--- src/rtl/axi_lite_pkg.sv ---
// Shared definitions for the AXI4-Lite register file.
//   AXI_OK / AXI_SLVERR : response codes driven on bresp / rresp.
//   wr_state_t          : write-channel FSM encoding.
//   rd_state_t          : read-channel FSM encoding.
package axi_lite_pkg;

  localparam logic [1:0] AXI_OK     = 2'b00;
  localparam logic [1:0] AXI_SLVERR = 2'b10;

  typedef enum logic [2:0] {
    W_IDLE,
    W_WAIT_DATA,
    W_WAIT_ADDR,
    W_COMMIT,
    W_RESP
  } wr_state_t;

  typedef enum logic [1:0] {
    R_IDLE,
    R_FETCH,
    R_DATA
  } rd_state_t;

endpackage

--- src/rtl/axi_lite_regfile_read_port.sv ---
// AXI4-Lite read channel for the register file.
// Decodes the word index into a read/write register, a status word, or an
// out-of-range hole, and returns the value with a registered response.
// Ports:
//   s_axi_lite_aclk, axi_resetn        : clock, async active-low reset
//   s_axi_lite_ar*, s_axi_lite_r*      : AXI4-Lite AR and R channels
//   reg_flat                           : flattened read/write registers
//   status_in                          : flattened read-only status words
module axi_lite_regfile_read_port
  import axi_lite_pkg::*;
#(
  parameter int AXI_LITE_ADDR_WIDTH = 8,
  parameter int REG_FILE_SIZE       = 8,
  parameter int NUM_STATUS          = 2
) (
  input  logic                           s_axi_lite_aclk,
  input  logic                           axi_resetn,
  input  logic [AXI_LITE_ADDR_WIDTH-1:0] s_axi_lite_araddr,
  input  logic                           s_axi_lite_arvalid,
  output logic                           s_axi_lite_arready,
  output logic [31:0]                    s_axi_lite_rdata,
  output logic [1:0]                     s_axi_lite_rresp,
  output logic                           s_axi_lite_rvalid,
  input  logic                           s_axi_lite_rready,
  input  logic [32*REG_FILE_SIZE-1:0]    reg_flat,
  input  logic [32*NUM_STATUS-1:0]       status_in
);

  localparam int IDX_W = AXI_LITE_ADDR_WIDTH - 2;

  rd_state_t        rd_state;
  logic [IDX_W-1:0] rd_idx;
  logic [31:0]      fetch_data;
  logic [1:0]       fetch_resp;

  // Byte offset within a word carries no meaning for 32-bit registers.
  logic unused_araddr_bits;
  assign unused_araddr_bits = ^s_axi_lite_araddr[1:0];

  assign s_axi_lite_arready = (rd_state == R_IDLE);

  // NOTE: every output of a combinational block gets a default first so no
  // path leaves it unassigned, which would otherwise infer a latch.
  always_comb begin
    fetch_data = '0;
    fetch_resp = AXI_SLVERR;
    for (int i = 0; i < REG_FILE_SIZE; i++) begin
      if (rd_idx == IDX_W'(i)) begin
        fetch_data = reg_flat[32*i +: 32];
        fetch_resp = AXI_OK;
      end
    end
    for (int j = 0; j < NUM_STATUS; j++) begin
      if (rd_idx == IDX_W'(REG_FILE_SIZE + j)) begin
        fetch_data = status_in[32*j +: 32];
        fetch_resp = AXI_OK;
      end
    end
  end

  // NOTE: state registers use non-blocking assignments so every flop samples
  // its inputs from before the edge, independent of statement order.
  always_ff @(posedge s_axi_lite_aclk or negedge axi_resetn) begin
    if (!axi_resetn) begin
      rd_state          <= R_IDLE;
      rd_idx            <= '0;
      s_axi_lite_rdata  <= '0;
      s_axi_lite_rresp  <= AXI_OK;
      s_axi_lite_rvalid <= 1'b0;
    end else begin
      case (rd_state)
        R_IDLE: begin
          if (s_axi_lite_arvalid) begin
            rd_idx   <= s_axi_lite_araddr[AXI_LITE_ADDR_WIDTH-1:2];
            rd_state <= R_FETCH;
          end
        end
        R_FETCH: begin
          // Samples registers before any same-edge write commit lands.
          s_axi_lite_rdata  <= fetch_data;
          s_axi_lite_rresp  <= fetch_resp;
          s_axi_lite_rvalid <= 1'b1;
          rd_state          <= R_DATA;
        end
        R_DATA: begin
          if (s_axi_lite_rready) begin
            s_axi_lite_rvalid <= 1'b0;
            rd_state          <= R_IDLE;
          end
        end
        default: rd_state <= R_IDLE;
      endcase
    end
  end

endmodule

--- src/rtl/axi_lite_regfile.sv ---
// AXI4-Lite slave register file: REG_FILE_SIZE byte-strobed read/write
// control registers followed by NUM_STATUS read-only status words.
// Ports:
//   s_axi_lite_aclk, axi_resetn          : clock, async active-low reset
//   s_axi_lite_aw*, _w*, _b*             : AXI4-Lite write channels
//   s_axi_lite_ar*, _r*                  : AXI4-Lite read channels
//   reg_out                              : register i on bits [32i+31:32i]
//   reg_wr_pulse                         : one-cycle pulse per committed write
//   status_in                            : status word j read at REG_FILE_SIZE+j
module axi_lite_regfile
  import axi_lite_pkg::*;
#(
  parameter int          AXI_LITE_ADDR_WIDTH = 8,
  parameter int          REG_FILE_SIZE       = 8,
  parameter int          NUM_STATUS          = 2,
  parameter logic [31:0] RESET_VALUE         = 32'h0
) (
  input  logic                           s_axi_lite_aclk,
  input  logic                           axi_resetn,
  input  logic [AXI_LITE_ADDR_WIDTH-1:0] s_axi_lite_awaddr,
  input  logic                           s_axi_lite_awvalid,
  output logic                           s_axi_lite_awready,
  input  logic [31:0]                    s_axi_lite_wdata,
  input  logic [3:0]                     s_axi_lite_wstrb,
  input  logic                           s_axi_lite_wvalid,
  output logic                           s_axi_lite_wready,
  output logic [1:0]                     s_axi_lite_bresp,
  output logic                           s_axi_lite_bvalid,
  input  logic                           s_axi_lite_bready,
  input  logic [AXI_LITE_ADDR_WIDTH-1:0] s_axi_lite_araddr,
  input  logic                           s_axi_lite_arvalid,
  output logic                           s_axi_lite_arready,
  output logic [31:0]                    s_axi_lite_rdata,
  output logic [1:0]                     s_axi_lite_rresp,
  output logic                           s_axi_lite_rvalid,
  input  logic                           s_axi_lite_rready,
  output logic [32*REG_FILE_SIZE-1:0]    reg_out,
  output logic [REG_FILE_SIZE-1:0]       reg_wr_pulse,
  input  logic [32*NUM_STATUS-1:0]       status_in
);

  localparam int IDX_W = AXI_LITE_ADDR_WIDTH - 2;

  wr_state_t        wr_state;
  logic [IDX_W-1:0] aw_idx;
  logic [31:0]      w_data;
  logic [3:0]       w_strb;
  logic [31:0]      regs [REG_FILE_SIZE];

  logic unused_awaddr_bits;
  assign unused_awaddr_bits = ^s_axi_lite_awaddr[1:0];

  assign s_axi_lite_awready = (wr_state == W_IDLE) || (wr_state == W_WAIT_ADDR);
  assign s_axi_lite_wready  = (wr_state == W_IDLE) || (wr_state == W_WAIT_DATA);

  for (genvar g = 0; g < REG_FILE_SIZE; g++) begin : g_reg_out
    assign reg_out[32*g +: 32] = regs[g];
  end

  // NOTE: the register array is a small bank of flops whose contents are
  // architecturally visible after reset, so it is reset like any other state;
  // a RAM-style array without reset would power up undefined.
  always_ff @(posedge s_axi_lite_aclk or negedge axi_resetn) begin
    if (!axi_resetn) begin
      wr_state          <= W_IDLE;
      aw_idx            <= '0;
      w_data            <= '0;
      w_strb            <= '0;
      s_axi_lite_bvalid <= 1'b0;
      s_axi_lite_bresp  <= AXI_OK;
      reg_wr_pulse      <= '0;
      for (int i = 0; i < REG_FILE_SIZE; i++) regs[i] <= RESET_VALUE;
    end else begin
      reg_wr_pulse <= '0;
      case (wr_state)
        W_IDLE: begin
          if (s_axi_lite_awvalid && s_axi_lite_wvalid) begin
            aw_idx   <= s_axi_lite_awaddr[AXI_LITE_ADDR_WIDTH-1:2];
            w_data   <= s_axi_lite_wdata;
            w_strb   <= s_axi_lite_wstrb;
            wr_state <= W_COMMIT;
          end else if (s_axi_lite_awvalid) begin
            aw_idx   <= s_axi_lite_awaddr[AXI_LITE_ADDR_WIDTH-1:2];
            wr_state <= W_WAIT_DATA;
          end else if (s_axi_lite_wvalid) begin
            w_data   <= s_axi_lite_wdata;
            w_strb   <= s_axi_lite_wstrb;
            wr_state <= W_WAIT_ADDR;
          end
        end
        W_WAIT_DATA: begin
          if (s_axi_lite_wvalid) begin
            w_data   <= s_axi_lite_wdata;
            w_strb   <= s_axi_lite_wstrb;
            wr_state <= W_COMMIT;
          end
        end
        W_WAIT_ADDR: begin
          if (s_axi_lite_awvalid) begin
            aw_idx   <= s_axi_lite_awaddr[AXI_LITE_ADDR_WIDTH-1:2];
            wr_state <= W_COMMIT;
          end
        end
        W_COMMIT: begin
          // Status and unmapped indices fall through as SLVERR, no side effect.
          s_axi_lite_bresp <= AXI_SLVERR;
          for (int i = 0; i < REG_FILE_SIZE; i++) begin
            if (aw_idx == IDX_W'(i)) begin
              s_axi_lite_bresp <= AXI_OK;
              reg_wr_pulse[i]  <= 1'b1;
              for (int k = 0; k < 4; k++) begin
                if (w_strb[k]) regs[i][8*k +: 8] <= w_data[8*k +: 8];
              end
            end
          end
          s_axi_lite_bvalid <= 1'b1;
          wr_state          <= W_RESP;
        end
        W_RESP: begin
          if (s_axi_lite_bready) begin
            s_axi_lite_bvalid <= 1'b0;
            wr_state          <= W_IDLE;
          end
        end
        default: wr_state <= W_IDLE;
      endcase
    end
  end

  axi_lite_regfile_read_port #(
    .AXI_LITE_ADDR_WIDTH(AXI_LITE_ADDR_WIDTH),
    .REG_FILE_SIZE      (REG_FILE_SIZE),
    .NUM_STATUS         (NUM_STATUS)
  ) u_read_port (
    .s_axi_lite_aclk   (s_axi_lite_aclk),
    .axi_resetn        (axi_resetn),
    .s_axi_lite_araddr (s_axi_lite_araddr),
    .s_axi_lite_arvalid(s_axi_lite_arvalid),
    .s_axi_lite_arready(s_axi_lite_arready),
    .s_axi_lite_rdata  (s_axi_lite_rdata),
    .s_axi_lite_rresp  (s_axi_lite_rresp),
    .s_axi_lite_rvalid (s_axi_lite_rvalid),
    .s_axi_lite_rready (s_axi_lite_rready),
    .reg_flat          (reg_out),
    .status_in         (status_in)
  );

endmodule
--- config.mk ---
export PLATFORM = sky130hd
export DESIGN_NAME = axi_lite_regfile
export DESIGN_NICKNAME = d
export VERILOG_FILES = /design/src/rtl/axi_lite_pkg.sv /design/src/rtl/axi_lite_regfile_read_port.sv /design/src/rtl/axi_lite_regfile.sv
export SDC_FILE = /design/constraint.sdc
export NUM_CORES = 1
export LEC_CHECK = 0
export CAP_MARGIN = 30
export CORE_MARGIN = 1
export CORE_UTILIZATION = 24
export CTS_BUF_LIST = sky130_fd_sc_hd__clkbuf_8
export DETAILED_ROUTE_END_ITERATION = 8
export HOLD_SLACK_MARGIN = 0.06
export MAX_ROUTING_LAYER = met4
export PLACE_DENSITY_LB_ADDON = 0.05
export SLEW_MARGIN = 10
export SYNTH_ARGS = -nofsm -noshare
export SYNTH_HDL_FRONTEND = slang
export SYNTH_SLANG_ARGS = --single-unit
--- constraint.sdc ---
create_clock -name s_axi_lite_aclk -period 4 [get_ports s_axi_lite_aclk]
set_clock_uncertainty 0.05 [all_clocks]
set_input_delay 0.8 -clock s_axi_lite_aclk [delete_from_list [all_inputs] [get_ports s_axi_lite_aclk]]
set_output_delay 0.8 -clock s_axi_lite_aclk [all_outputs]
set_load 0.1 [all_outputs]
== After elaboration in Yosys (flattened, before gate mapping) ==
Index checks and enable logic that the tools add are counted.
Operators by class
  multiplexer cells: 62
  reductions and logical operators: 49
  eq/ne operators: 29
Operators with widths (count)
  $mux W32: 13
  $reduce_and A3 Y1: 32
  $pmux W32 S2: 1
  $eq A6 B3 Y1 const B: 8
  $mux W2: 20
  $eq A6 B2 Y1 const B: 4
  $mux W3: 6
  $pmux W3 S5: 1
  $eq A6 B1 Y1 const B: 2
  $eq A6 B4 Y1 const B: 2
  $logic_not A6 Y1: 2
  $mux W4: 3
  $mux W6: 2
  $pmux W6 S2: 1
  $mux W1: 10
  $ne A2 B2 Y1 const B: 5
  $reduce_and A2 Y1: 5
  $mux W8: 1
  $pmux W4 S2: 1
  $reduce_bool A2 Y1: 4
  $eq A3 B2 Y1 const B: 2
  $pmux W2 S3: 1
  $ne A4 B3 Y1 const B: 1
  $pmux W1 S2: 2
  10 further kinds: 11
Word-level totals
  output and inout port bits: 305
  input bits: 123
  logic and storage cells: 184
  bits in registers: 355

== Longest topological paths before layout ==
  depth after elaboration: 11
  gate-level depth with buffers: 8
  depth with buffers taken out: 5

== By module ==
A second synthesis with hierarchy kept.
Unflattened totals
  cell total of the unflattened synthesis: 1183
  area total of the unflattened synthesis: 16056.6 sq um
Modules (own cells, without submodules)
  axi_lite_regfile: cells each 718, area each 11971.5 sq um, times used 1, sequential area each 7782.5 sq um
  axi_lite_regfile_read_port: cells each 465, area each 4085.2 sq um, times used 1, sequential area each 1051.0 sq um

== Worst setup path after synthesis ==
No wires, ideal clock.
  path type: reg-to-reg
  from: register wr_state[2]
  to: register w_data[0]
  data required time: 3825 ps
  cell stages (with the launch flop): 6
  library setup time: 125 ps
  data arrival time: 2986 ps
  slack: 839 ps
  path buffers: 2
  period minus slack after synthesis: 3161 ps
  cells stage by stage: dfrtp_1 -> nor2_1 -> and2_1 -> clkbuf_1 -> buf_1 -> mux2_2
On the way
  word-level cells in the longest chain between the ends: 3
  elaborated cells between the ends (all ways): 6
  classes of those cells: eq/ne: 2; mux: 1; reduce/logical: 3
Ends and longest elaborated chain
  from (decl): RTL line axi_lite_regfile.sv:44  | wr_state_t wr_state;
  from (signal assigned): RTL line axi_lite_regfile.sv:65  | wr_state <= W_IDLE;
  from (signal assigned): RTL line axi_lite_regfile.sv:81  | wr_state <= W_COMMIT;
  from (signal assigned): RTL line axi_lite_regfile.sv:84  | wr_state <= W_WAIT_DATA;
  $logic_not A3 Y1 or $eq A3 B1 Y1 (tied branches): RTL line axi_lite_regfile.sv:75  | case (wr_state)
  $ne A3 B2 Y1 (no line) or $reduce_bool A2 Y1 (tied branches)
  $reduce_and A2 Y1 (no line)
  to (signal assigned): RTL line axi_lite_regfile.sv:79  | w_data <= s_axi_lite_wdata;
  to (signal assigned): RTL line axi_lite_regfile.sv:86  | w_data <= s_axi_lite_wdata;
  to (signal assigned): RTL line axi_lite_regfile.sv:93  | w_data <= s_axi_lite_wdata;
  to (decl): RTL line axi_lite_regfile.sv:46  | logic [31:0] w_data;
Parallel ways exist; a longest one is shown, timed or not.
A chain may end at the register's enable or synchronous reset.

== Final worst setup path ==
  from: register wr_state[2]
  to: register regs, in the netlist reg_out[73]
On the way
  word-level cells in the longest chain between the ends: 2
Ends and longest elaborated chain
  $eq A3 B2 Y1: RTL line axi_lite_regfile.sv:75
  $reduce_and A3 Y1 (no line)
  to (signal, indexed assignment): RTL line axi_lite_regfile.sv:112  | if (w_strb[k]) regs[i][8*k +: 8] <= w_data[8*k +: 8];
  to (decl): RTL line axi_lite_regfile.sv:48  | logic [31:0] regs [REG_FILE_SIZE];
No other way between the ends.

==> impl_metrics.env <==
export IMPL_status="completed"
export IMPL_relSlewSlack_pct=29.16
export IMPL_synth_area_leaders="dfrtp_1, mux2_2, a221oi_1, mux2i_1, o221a_2"
export IMPL_grt_overflow=0
export IMPL_cts_resized=0
export IMPL_drc_errors=0
export IMPL_fin_area_sq_mm=0.02444
export IMPL_cp_arrival_ns=3.73
export IMPL_ant_nets=0
export IMPL_synth_top_family_by_area="multiplexers"
export IMPL_dp_hpwl_um=49400
export IMPL_leakagePower_nw=10.63
export IMPL_clock_path_buffers=3
export IMPL_cp_start_kind="flip-flop"
export IMPL_htree_levels=3
export IMPL_mappedNetlistArea_sq_mm=0.01574
export IMPL_synth_simple_area_share_pct=5.948
export IMPL_io_buffers=421
export IMPL_min_path_type="input port to asynchronous set/reset pin"
export IMPL_area_growth_pct=55.32
export IMPL_p_sw_share_pct=53.44
export IMPL_layout_drive_gt1_share_pct=33.68
export IMPL_routed_via_density=4.793
export IMPL_place_area_sq_mm=0.02308
export IMPL_vdd_drop_max_mv=0.5945
export IMPL_drt_wirelength_per_cell_um=27.19
export IMPL_ys_types=50
export IMPL_rsz0062_at_grt="no"
export IMPL_power_density_mw_per_mm2=939.3
export IMPL_cts_setup_buffers=0
export IMPL_synth_mux_area_share_pct=25.91
export IMPL_die_x_um=258.1
export IMPL_cts_buffers=70
export IMPL_clkTransAtPathRegs_ns=0.05
export IMPL_grt_max_degree=84
export IMPL_fin_crit_sh_pct=82.01
export IMPL_clock_latency_ns=0.64
export IMPL_synth_compound_area_share_pct=10.07
export IMPL_worstMarginPinSlew_ns=1.059
export IMPL_yosys_warnings=0
export IMPL_hold_violations=0
export IMPL_cap_violations=0
export IMPL_cp_max_fo=8
export IMPL_synth_fa_ha_area_share_pct=0
export IMPL_die_h_um=258.1
export IMPL_synth_area_per_cell_sq_um=13.39
export IMPL_synth_seq_cells=353
export IMPL_cts_hold_buffers=0
export IMPL_cts_sinks=353
export IMPL_syn_inst=1175
export IMPL_min_period_ns=3.280
export IMPL_grt_pass1_vias=13320
export IMPL_power_internal_w=0.01069
export IMPL_antenna_found_initial=10
export IMPL_drt_first_pass_iters=4
export IMPL_power_switching_w=0.01227
export IMPL_setup_viol=0
export IMPL_vias=12530
export IMPL_globalplace_congestion=0.7736
export IMPL_max_freq_mhz=304.9
export IMPL_wirelength_um=71070
export IMPL_final_net_count=1829
export IMPL_grt_pass1_wl_um=100900
export IMPL_synth_top_area_share_pct=56.14
export IMPL_row_count=93
export IMPL_yosysTopAreaCell="dfrtp_1"
export IMPL_cp_end_kind="flip-flop"
export IMPL_ios=428
export IMPL_worstPathRequired_ns=4.45
export IMPL_coreArea_sq_mm=0.06458
export IMPL_crit_type="flip-flop to flip-flop"
export IMPL_p_comb_share_pct=57.4
export IMPL_drt_iter0_markers=754
export IMPL_finalMaxSlewViolations=0
export IMPL_seqPwrFrac_pct=27.0
export IMPL_cts_tree="built"
export IMPL_p_clk_share_pct=15.5
export IMPL_synth_xor_area_share_pct=0
export IMPL_grt_use_total_pct=21.86
export IMPL_post_layout_nonfiller_instances=2614
export IMPL_fin_tns_setup_ns=0
export IMPL_dieArea_sq_mm=0.06659
export IMPL_clk_root_buffer_cell="clkbuf_8"
export IMPL_ys_seq_area_share_pct=56.14
export IMPL_dp_cells=2488
export IMPL_initial_core_util_pct=24.37
==> cells by family after synthesis <==
kind of cell | count (synthesis)
other | 1
multiplexers | 358
buffers and inverters | 74
flip-flops | 353
AO/OA/AOI/OAI | 209
AND/OR/NAND/NOR | 180
==> sequential cells by signal (all words and copies together), names as in the netlist, 2 cells and up <==
signal,flops
aw_idx,6
reg_out,256
reg_wr_pulse,8
u_read_port.rd_idx,6
u_read_port.rd_state,2
u_read_port.s_axi_lite_rdata,32
w_data,32
w_strb,4
wr_state,3
==> layer usage <==
layer	GRT usage (%)	vias to the layer above	wire (um)
li1	-	5516	-
met1	27.30	6559	30900
met2	34.76	368	34390
met3	6.095	86	4526
met4	5.408	0	1247
met5	-	-	0
==> final timing paths <==
check                                                                  start                                            to  slack, ns  depth (start not counted)
worst max-delay path                                 wr_state[2]$_DFFE_PN0P_                       reg_out[73]$_DFFE_PN0P_       0.72                          5
worst min-delay path                                              axi_resetn                        w_data[19]$_DFFE_PN0P_       0.13                          1
worst max register to register                       wr_state[2]$_DFFE_PN0P_                       reg_out[73]$_DFFE_PN0P_       0.72                          5
worst min register to register  u_read_port.s_axi_lite_rdata[27]$_DFFE_PN0P_  u_read_port.s_axi_lite_rdata[27]$_DFFE_PN0P_       0.43                          2
max in group asynchronous                                         axi_resetn                       reg_out[72]$_DFFE_PN0P_       2.87                          2
min in group s_axi_lite_aclk    u_read_port.s_axi_lite_rdata[27]$_DFFE_PN0P_  u_read_port.s_axi_lite_rdata[27]$_DFFE_PN0P_       0.43                          2
==> synth_stat cells, drive strengths merged <==
master	number
nor3	5
buf	21
a22oi	2
clkbuf	49
nor2b	12
or2	3
o22ai	32
o2bb2ai	3
o2111ai	1
o221ai	22
a21oi	15
or4b	2
a21o	1
a22o	3
o221a	21
mux2	325
a221oi	54
a2bb2oi	2
conb	1
o32ai	1
nor4b	1
nand2	53
mux2i	26
o21ai	42
mux4	7
nor3b	2
nand2b	7
o22a	1
a211o	4
or3	4
nor4	4
and2	4
nand3b	4
inv	4
dfrtp	353
a311oi	2
nand3	6
and3	1
nor2	70
or4	2
a221o	1
a32oi	1
a31oi	1
==> through the flow <==
stage / setup WS, ns / total power [W] / util [%] / hold WS, ns
after CTS: 0.6852 / 0.02323 / 37.79 / 0.1252
after detailed placement: 0.8090 / 0.01955 / 35.75 / 0.4234
after global routing: 0.6129 / 0.02388 / 37.84 / 0.1570
after floorplan: 0.8391 / 0.01444 / - / 0.4239
final: 0.7198 / 0.02296 / 37.84 / 0.1285
after global placement: 0.8499 / 0.01830 / 32.71 / 0.4146
==> layout make-up <==
class | instances | area, sq um
antenna | 10 | 25.02
timing repair buffer | 528 | 6489
multi-input combinational | 749 | 6678
fill | 6287 | 40140
inverter | 4 | 15.01
clock buffer | 87 | 1197
clock inverter | 28 | 125.1
sequential | 353 | 8841
tap | 855 | 1070
==> power by group through the flow <==
stage / logic (W) / registers [W] / clock network, W
after floorplan: 0.00266 / 0.0118 / 0
after global placement: 0.0120 / 0.00627 / 0
after detailed placement: 0.0133 / 0.00628 / 0
after CTS: 0.0133 / 0.00624 / 0.00371
after global routing: 0.0136 / 0.00644 / 0.00387
final: 0.0132 / 0.00621 / 0.00357
==> critical path, stage by stage, from the launching register on <==
cell      delay (ns)
dfrtp_1         0.44
nand3b_1        0.25
or4_1           0.63
nor3b_2         0.70
nand2_1         0.63
mux2_2          0.44
==> layout by cell type, fill, tap and decap left out, types with 5 or more instances in the layout <==
| cell | netlist | final |
|---|---|---|
| buf_4 | 2 | 34 |
| nand2_1 | 49 | 49 |
| mux2_1 | 11 | 11 |
| clkdlybuf4s50_1 | 0 | 418 |
| nand2b_1 | 7 | 5 |
| clkbuf_8 | 0 | 87 |
| mux2i_1 | 26 | 26 |
| o221ai_1 | 22 | 22 |
| buf_16 | 0 | 71 |
| nor2_2 | 12 | 13 |
| o22ai_1 | 32 | 32 |
| o21ai_0 | 42 | 42 |
| nor2b_1 | 12 | 10 |
| nor2_1 | 58 | 53 |
| o221a_2 | 21 | 21 |
| a21oi_1 | 15 | 15 |
| diode_2 | 0 | 10 |
| inv_1 | 4 | 25 |
| mux4_2 | 7 | 7 |
| mux2_2 | 314 | 314 |
| dfrtp_1 | 353 | 351 |
| a221oi_1 | 54 | 54 |
(Power assumes the default switching activity.)
